$ cat src/rtl/tempo_pkg.sv
// Shared types and default constants for the tap-tempo beat recovery block.
package tempo_pkg;

   localparam int unsigned CLK_HZ         = 12_000_000;
   localparam int unsigned CNT_W          = 26;
   localparam int unsigned DEFAULT_PERIOD = 6_000_000;
   localparam int unsigned MIN_PERIOD     = 1_200_000;
   localparam int unsigned MAX_PERIOD     = 24_000_000;

   typedef enum logic [0:0] {
      IDLE    = 1'b0,
      MEASURE = 1'b1
   } state_e;

endpackage

$ cat src/rtl/tap_sync.sv
// Brings the asynchronous tap button into the clk domain and flags its rising edge.
module tap_sync (
   input  logic clk,
   input  logic rst,
   input  logic tap,
   output logic edge_c
);

   logic sync1;
   logic sync2;
   logic sync3;

   // Two-flop synchronizer followed by one history flop for edge detection.
   always_ff @(posedge clk) begin
      if (rst) begin
         sync1 <= 1'b0;
         sync2 <= 1'b0;
         sync3 <= 1'b0;
      end else begin
         sync1 <= tap;
         sync2 <= sync1;
         sync3 <= sync2;
      end
   end

   assign edge_c = sync2 & ~sync3;

endmodule

$ cat src/rtl/tap_tempo.sv
// Measures the interval between button taps, averages it into a beat period and
// regenerates a one-cycle beat pulse phase-aligned to the latest accepted tap.
module tap_tempo #(
   parameter int unsigned CNT_W          = tempo_pkg::CNT_W,
   parameter int unsigned DEFAULT_PERIOD = tempo_pkg::DEFAULT_PERIOD,
   parameter int unsigned MIN_PERIOD     = tempo_pkg::MIN_PERIOD,
   parameter int unsigned MAX_PERIOD     = tempo_pkg::MAX_PERIOD
) (
   input  logic             clk,
   input  logic             rst,
   input  logic             tap,
   output logic             beat_pulse,
   output logic [CNT_W-1:0] period,
   output logic             locked
);

   import tempo_pkg::*;

   localparam logic [CNT_W-1:0] RST_PERIOD = CNT_W'(DEFAULT_PERIOD);
   localparam logic [CNT_W-1:0] TIMEOUT    = CNT_W'(MAX_PERIOD - 1);
   localparam logic [CNT_W:0]   MIN_IVL    = (CNT_W+1)'(MIN_PERIOD);

   state_e           state;
   logic [CNT_W-1:0] ivl_cnt;
   logic [CNT_W-1:0] beat_cnt;
   logic             tap_edge;
   logic [CNT_W:0]   interval;
   logic [CNT_W:0]   avg_sum;
   logic             accept;
   logic             beat_wrap;

   tap_sync u_sync (
      .clk    (clk),
      .rst    (rst),
      .tap    (tap),
      .edge_c (tap_edge)
   );

   // Interval of the current edge, running average sum and tap acceptance.
   always_comb begin
      interval  = {1'b0, ivl_cnt} + (CNT_W+1)'(1);
      avg_sum   = {1'b0, period} + interval;
      accept    = tap_edge && ((state == IDLE) || (interval >= MIN_IVL));
      beat_wrap = (beat_cnt >= (period - CNT_W'(1)));
   end

   // Tap FSM: measures intervals, updates the averaged period, times out to IDLE.
   always_ff @(posedge clk) begin
      if (rst) begin
         state   <= IDLE;
         ivl_cnt <= '0;
         period  <= RST_PERIOD;
         locked  <= 1'b0;
      end else begin
         case (state)
            IDLE: begin
               if (tap_edge) begin
                  state   <= MEASURE;
                  ivl_cnt <= '0;
               end
            end
            MEASURE: begin
               if (accept) begin
                  // An edge coinciding with the timeout is still a valid tap.
                  if (locked) begin
                     period <= CNT_W'(avg_sum >> 1);
                  end else begin
                     period <= CNT_W'(interval);
                  end
                  locked  <= 1'b1;
                  ivl_cnt <= '0;
               end else if (ivl_cnt == TIMEOUT) begin
                  state   <= IDLE;
                  ivl_cnt <= '0;
               end else begin
                  ivl_cnt <= ivl_cnt + CNT_W'(1);
               end
            end
            default: begin
               state   <= IDLE;
               ivl_cnt <= '0;
            end
         endcase
      end
   end

   // Beat generator: free-running wrap at period, realigned by every accepted tap.
   always_ff @(posedge clk) begin
      if (rst) begin
         beat_cnt   <= '0;
         beat_pulse <= 1'b0;
      end else if (accept || beat_wrap) begin
         beat_cnt   <= '0;
         beat_pulse <= 1'b1;
      end else begin
         beat_cnt   <= beat_cnt + CNT_W'(1);
         beat_pulse <= 1'b0;
      end
   end

endmodule

$ cat config.mk
export PLATFORM = sky130hd
export DESIGN_NAME = tap_tempo
export DESIGN_NICKNAME = d
export VERILOG_FILES = /design/src/rtl/tempo_pkg.sv /design/src/rtl/tap_sync.sv /design/src/rtl/tap_tempo.sv
export SDC_FILE = /design/constraint.sdc
export NUM_CORES = 1
export LEC_CHECK = 0
export BUFFER_PORTS_ARGS = -buffer_cell sky130_fd_sc_hd__buf_2
export CAP_MARGIN = 25
export CORE_ASPECT_RATIO = 2
export CORE_MARGIN = 3
export CORE_UTILIZATION = 42
export CTS_CLUSTER_SIZE = 10
export DETAILED_ROUTE_END_ITERATION = 16
export GPL_ROUTABILITY_DRIVEN = 0
export GPL_TIMING_DRIVEN = 0
export MAX_ROUTING_LAYER = met4
export PLACE_DENSITY_LB_ADDON = 0.12
export SLEW_MARGIN = 20
export SYNTH_ARGS = -nofsm -noshare
export SYNTH_HDL_FRONTEND = slang
export SYNTH_SLANG_ARGS = --single-unit
$ cat constraint.sdc
create_clock -name clk -period 10.3 [get_ports clk]
set_input_delay 3.09 -clock clk [delete_from_list [all_inputs] [get_ports clk]]
set_output_delay 3.09 -clock clk [all_outputs]
set_load 0.03 [all_outputs]
==> results.json, run 1 <==
{
  "setup_viol": 0,
  "post-route-period-util_pct": 45.0,
  "yosys_most_used_dff": "dfxtp_1",
  "tightest_slew_ps": 827,
  "crit_chain": "inv_1 -> ha_1 -> nor3b_1 -> nand2_1 -> or3_1 -> nand2b_1 -> nor4_1 -> xnor2_1 -> ha_1 -> a21o_1 -> a21o_1 -> a21oi_1 -> nor2b_1 -> o21ai_0 -> nand2b_1 -> a211oi_4 -> o211ai_4 -> buf_6 -> nor2_1",
  "rsz0062_at_grt": "false",
  "yosysSeqAreaShare_pct": 25.8,
  "overflow": 0,
  "yosysWarningCount": 0,
  "fin_util_pct": 48.3,
  "htree_levels": 3,
  "yosysUniqueCellTypes": 70,
  "p_per_area_nw_per_um2": 101,
  "intPower_mw": 0.555,
  "ctsHoldBuffers": 0,
  "pwr-share-clk_pct": 49.0,
  "grt_usage_pct": 23.2,
  "syn2layout_area_growth_pct": 11.0,
  "crit_path_start_kind": "flip-flop",
  "port_buffers": 29,
  "viasPerCell": 5.84,
  "rows": 63,
  "tns_ps": 0,
  "grt_pass1_wl_um": 30300,
  "power.switching_mw": 0.177,
  "cp.arrival_ps": 4920,
  "synth-edff-count": 0,
  "path_max_fanout": 10,
  "max_clock_freq_mhz": 216,
  "power_frac_seq_pct": 45.3,
  "clock_latency_ps": 340,
  "dp_hpwl_um": 15100,
  "antenna_found_initial": 0,
  "p_leak_nw": 2.89,
  "netlist_area_um2": 6510,
  "num_vias": 6130,
  "end_kind": "flip-flop",
  "numCtsBuffers": 9,
  "drt_first_pass_iters": 5,
  "post_cts_resized": 0,
  "grt_pass1_vias": 6009,
  "core_um2": 15000,
  "ir_drop_mv": 0.0806,
  "synth_nets": 866,
  "cts_tree": "built",
  "die_area_um2": 17100,
  "async_flop_share_pct": 0,
  "die_w_um": 94.0,
  "drt_iter0_drc": 259,
  "maxSlewHeadroom_pct": 44.9,
  "cap_violations": 0,
  "synth.avg_cell_area_um2": 8.06,
  "drc_errors": 0,
  "cpMaxStageDelayCell": "nor3b_1",
  "fillers": 1541,
  "syn_inst": 808,
  "nets": 907,
  "grt_max_degree": 16,
  "num_io_pins": 31,
  "antennaDiodeCount": 0,
  "postCtsSetupBuffers": 0,
  "hold_viol": 0,
  "wl_um": 19000,
  "post_drt_wl_per_cell_um": 18.2,
  "combPwrFrac_pct": 5.6,
  "hold_class": "flip-flop to flip-flop",
  "critPathMaxStageDelay_ps": 510,
  "numClockSinks": 84,
  "p_sw_share_pct": 24.2,
  "cts_root_buffer": "clkbuf_16",
  "clock_path_buffers": 2,
  "die_h_um": 182,
  "ant_nets": 0,
  "start_util_pct": 43.5,
  "maxSlewViolCount": 0,
  "setup.worst_path.class": "flip-flop to flip-flop",
  "period_needed_ps": 4640,
  "status": "complete, no violations",
  "drive_gt1_share_pct": 10.9,
  "crit_required_ps": 10580,
  "skew_ps": 9.58,
  "ys_seq_elements": 84,
  "cts.clk_slew.worst_paths_ps": 70
}
## registers in the layout, summed over array words and instances, names as in the netlist
signal and count:
beat_cnt 26, beat_pulse 1, ivl_cnt 26, locked 1, period 26, state 1
u_sync.sync1 1, u_sync.sync2 1, u_sync.sync3 1
## layout make-up
cell class | count | area [um2] | area share (%)
Buffer | 36 | 218 | 3.01
Clock inverter | 7 | 98.8 | 1.37
Sequential cell | 84 | 1680 | 23.3
Tap cell | 195 | 244 | 3.37
Multi-Input combinational cell | 669 | 4540 | 62.8
Clock buffer | 9 | 225 | 3.12
Timing Repair Buffer | 30 | 150 | 2.08
Inverter | 19 | 71.3 | 0.987
## worst max-delay path: cells and delay by family, from the launching register on
| kind | cells | cell delay (ps) |
|---|---|---|
| compound gates | 6 | 1100 |
| buf+inv | 2 | 330 |
| fa+ha+maj | 2 | 470 |
| xor+xnor | 1 | 190 |
| simple gates | 8 | 2120 |
| flops | 1 | 360 |
## kinds of logic after synthesis
group                      Yosys count  synth area share (%)
xor gates and xnor gates            91                  12.4
buffers and inverters               55                  4.44
DFF                                 84                  25.8
and+or+nand+nor                    326                  24.8
muxes                               10                  1.54
adders and majority gates           55                  10.7
AOI/OAI and AO/OA                  187                  20.4
## Yosys cell counts (3+ instances only)
master	n	area share, %
ha_1	54	10
o21bai_1	4	0.46
a31oi_1	6	0.58
xnor2_1	46	6.2
nor4_1	13	1.2
or4_1	5	0.58
buf_2	7	0.54
nor3_1	21	1.6
nor3b_1	5	0.58
nor2_2	11	1.1
a21oi_1	45	3.5
inv_1	19	1.1
or2_2	3	0.29
a211oi_1	12	1.4
nor2b_1	9	0.86
clkbuf_1	19	1.1
or3_1	3	0.29
a21boi_0	3	0.35
nand2b_1	9	0.86
dfxtp_1	84	26
buf_6	8	1.4
a211o_1	8	1.1
nor2_1	95	5.5
mux2i_1	10	1.5
xor2_1	44	5.9
nand4_1	19	1.8
o2111ai_1	3	0.40
a311oi_1	6	0.81
o21ai_0	21	1.6
a22oi_1	20	2.3
o21a_1	7	0.81
and3_1	8	0.77
nand3_1	27	2.1
nand2_1	78	4.5
and2_1	4	0.38
o211ai_1	17	2.0
a21o_1	12	1.4
nand3b_1	5	0.58
## power by group through the flow
stage	Clock [mW]	Sequential [mW]	Combinational, mW
3_3_place_gp	0	0.339	0.0404
4_1_cts	0.367	0.332	0.0413
2_1_floorplan	0	0.340	0.0268
5_1_grt	0.382	0.332	0.0444
6_report	0.359	0.332	0.0413
3_5_place_dp	0	0.339	0.0411
## placed cells by master, fill, tap and decap left out, types with 13 or more instances in the layout
cell / instances
nand3_1: 27
clkbuf_1: 19
dfxtp_1: 84
nand2_1: 78
xnor2_1: 46
nor3_1: 21
nand4_1: 19
o21ai_0: 21
xor2_1: 44
a22oi_1: 20
ha_1: 54
o211ai_1: 17
nor2_1: 95
nor4_1: 13
buf_2: 37
a21oi_1: 45
inv_1: 19
## metrics by stage
stage	hold slack (ps)	setup WS [ps]	area, um2	instances	power [mW]
6_report	452	5660	7230	1049	0.732
5_1_grt	466	5220	7230	1049	0.759
4_1_cts	460	5600	7230	1049	0.740
3_5_place_dp	438	5650	6910	1033	0.380
3_3_place_gp	424	5650	6900	1032	0.379
2_1_floorplan	414	6260	6510	808	0.366
## layer usage
metal | global-route usage [%] | routed length (um) | vias to the layer above
met2 | 44.1 | 10600 | 153
met5 | - | 0 | -
met4 | 11.7 | 915 | 0
li1 | - | - | 3015
met3 | 2.31 | 485 | 52
met1 | 22.4 | 7040 | 2910
## worst paths after layout
| path | slack [ps] | from | cells past startpoint | to |
|---|---|---|---|---|
| hold reg to reg | 450 | u_sync.sync1 | 1 | u_sync.sync2 |
| setup reg to reg | 5660 | period[0] | 19 | beat_cnt[4] |
| setup / recovery | 5660 | period[0] | 19 | beat_cnt[4] |
| hold / removal | 450 | u_sync.sync1 | 1 | u_sync.sync2 |
(Power assumes the default switching activity.)
==> run 2, diff against run 1 <==
--- a/config.mk
+++ b/config.mk
@@ -5,6 +5,7 @@
 export SDC_FILE = /design/constraint.sdc
 export NUM_CORES = 1
 export LEC_CHECK = 0
+export ABC_AREA = 1
 export BUFFER_PORTS_ARGS = -buffer_cell sky130_fd_sc_hd__buf_2
 export CAP_MARGIN = 25
 export CORE_ASPECT_RATIO = 2
==> constraint.sdc (replaced) <==
create_clock -name clk -period 3.8 [get_ports clk]
set_input_delay 1.14 -clock clk [delete_from_list [all_inputs] [get_ports clk]]
set_output_delay 1.14 -clock clk [all_outputs]
set_load 0.03 [all_outputs]
==> run 2 against run 1 <==
Wire length increased by 39%. Fmax increased by 23%. Register-to-register slack got worse by 5600 ps. Combinational power increased by 120%. Die area increased by 12%. Sequential share of layout area decreased by 3.2 points. Design area increased by 16%. Count of clock-buffer cells in the layout increased by 1. Largest power group unchanged. Cell count increased by 40%. Sequential power increased to 2.7 times the previous value.
==> results.json, run 2 <==
{
  "num_vias": 8077,
  "die_area_um2": 19200,
  "drt_iter0_drc": 369,
  "maxSlewViolCount": 0,
  "antenna_found_initial": 0,
  "end_kind": "flip-flop",
  "ant_nets": 0,
  "die_w_um": 99.5,
  "critPathBufInv": 3,
  "dpl_cell_area_um2": 7750,
  "path_max_fanout": 8,
  "grt_pass1_vias": 8086,
  "post-route-period-util_pct": 98.9,
  "synth_top_area_share_pct": 22.9,
  "post_drt_wl_per_cell_um": 18.1,
  "drive_gt1_share_pct": 12.1,
  "yosysWarningCount": 0,
  "max_clock_freq_mhz": 266,
  "setup_viol": 0,
  "syn2layout_area_growth_pct": 14.5,
  "dp_hpwl_um": 21600,
  "grt_pass1_wl_um": 40200,
  "reg.largest.list": "beat_cnt x26, ivl_cnt x26, period x26",
  "clock_latency_ps": 360,
  "yosysTopAreaCell": "dfxtp_1",
  "cts_tree": "built",
  "syn_inst": 1199,
  "synth_common_cells": "313 x nand2_1, 170 x nor2_1, 125 x inv_1, 105 x nand3_1, 84 x dfxtp_1",
  "antennaDiodeCount": 0,
  "wl_um": 26500,
  "crit_path_start_kind": "flip-flop",
  "yosys-top-cells-area": "dfxtp_1 23%, nand2_1 16%, ha_1 9.2%",
  "async_flop_share_pct": 0,
  "hold_class": "flip-flop to flip-flop",
  "drt_first_pass_iters": 5,
  "netlist_area_um2": 7350,
  "ys_seq_elements": 84,
  "viasPerCell": 5.51,
  "ir_drop_mv": 0.180,
  "overflow": 0,
  "die_h_um": 193,
  "maxSlewHeadroom_pct": 47.2,
  "synth.most_common_cell": "nand2_1",
  "htree_levels": 3,
  "synth.avg_cell_area_um2": 6.13,
  "port_buffers": 29,
  "p_per_area_nw_per_um2": 228,
  "grt_max_degree": 16,
  "tightest_slew_ps": 789,
  "yosysSeqAreaShare_pct": 22.9,
  "final_common_cell": "nand2_1",
  "period_needed_ps": 3760,
  "cap_violations": 0,
  "tns_ps": 0,
  "synth-edff-count": 0,
  "num_io_pins": 31,
  "cts_root_buffer": "clkbuf_16",
  "synth_nets": 1257,
  "p_leak_nw": 3.79,
  "cp.arrival_ps": 4050,
  "yosys_most_used_dff": "dfxtp_1",
  "drc_errors": 0,
  "critPathMaxStageDelay_ps": 440,
  "crit_chain": "ha_1 -> buf_2 -> nand2_2 -> nor2_2 -> nand2_1 -> inv_1 -> nand4_1 -> nand2_2 -> ha_1 -> nand2_1 -> nor2_1 -> inv_1 -> nor3_1 -> nand4_1 -> a31o_2 -> nand3_1 -> a21oi_1 -> nor2_1",
  "most-common-layout-cells": "309 x nand2_1, 161 x nor2_1, 123 x inv_1",
  "crit_family": "simple AND/OR/NAND/NOR gates",
  "core_um2": 16900,
  "nets": 1312,
  "hold_viol": 0,
  "cpMaxStageDelayCell": "dfxtp_2",
  "rows": 67,
  "numClockSinks": 84,
  "start_util_pct": 43.4,
  "fin_util_pct": 49.7,
  "cts.clk_slew.worst_paths_ps": 70,
  "crit_required_ps": 4100,
  "stdcell_area_um2": 8410,
  "fillers": 1827,
  "yosysUniqueCellTypes": 43,
  "numCtsBuffers": 9,
  "grt_usage_pct": 28.4,
  "status": "complete, no violations",
  "clock_path_buffers": 2,
  "skew_ps": 8.70,
  "setup.worst_path.class": "flip-flop to flip-flop"
}
[run 2: changes by cell type after synthesis, sizes merged, moves of 10 or more]
cell and delta:
o211ai -17, nand4 +14, nand3 +81, a22oi -20, mux2i -10, xnor2 -33
inv +111, a21oi +34, o21ai +19, nand2 +246, nor2 +77, a211oi -11
[run 2: kinds of logic after synthesis]
kind of cell,share of synthesized area [%]
compound gates,10.6
buf+inv,8.87
simple gates,41.7
fa+ha+maj,9.47
flops,22.9
xor+xnor,6.44
[run 2: what timing repair did]
item,in CTS,in global routing
setup buffers,6,7
gates resized for setup,20,34
hold buffers,0,0
pin swaps,8,11
gates cloned,0,2
endpoints found under the setup margin,35,42
[run 2: worst register-to-register path: stages, from the launching register on]
cell	delay [ps]
dfxtp_2	440
ha_1	170
buf_2	220
nand2_2	110
nor2_2	230
nand2_1	190
inv_1	200
nand4_1	140
nand2_2	180
ha_1	230
nand2_1	110
nor2_1	190
inv_1	100
nor3_1	240
nand4_1	330
a31o_2	370
nand3_1	80
a21oi_1	80
nor2_1	90
[run 2: layer usage]
| metal | GRT usage (%) | vias up | part of all wire, % |
|---|---|---|---|
| met1 | 23.3 | 3641 | 33 |
| met4 | 24.5 | 0 | 9.5 |
| met2 | 54.6 | 250 | 55 |
| met3 | 3.13 | 140 | 3.0 |
| met5 | - | - | 0 |
| li1 | - | 4046 | - |
[run 2: area by class of cell]
class	count	area, um2	share of cell area (%)
timing repair buffer	44	297	3.53
clock inverter	6	68.8	0.818
buffer	29	176	2.10
clock buffer	10	239	2.84
multi-input combinational	954	5180	61.6
sequential	84	1690	20.1
tap	207	259	3.08
inverter	132	498	5.92
[run 2: through the flow]
stage	instances	hold WS [ps]	power, mW	setup slack [ps]
floorplan	1199	388	0.959	288
global placement	1435	388	0.987	-814
detailed placement	1435	398	0.988	-867
CTS	1457	407	1.93	3.64
global route	1466	423	1.97	-69.6
finish	1466	404	1.92	41.9
[run 2: report_power, final]
group          switching (mW)  total, mW  internal, mW
logic                  0.0620     0.0902        0.0283
registers             0.00567      0.890         0.884
clock network           0.407      0.940         0.533
[run 2: final timing paths]
check          startpoint            to  slack, ps  depth (start not counted)
max            ivl_cnt[0]    period[21]         40                         18
min          u_sync.sync1  u_sync.sync2        400                          2
max reg2reg    ivl_cnt[0]    period[21]         40                         18
min reg2reg  u_sync.sync1  u_sync.sync2        400                          2
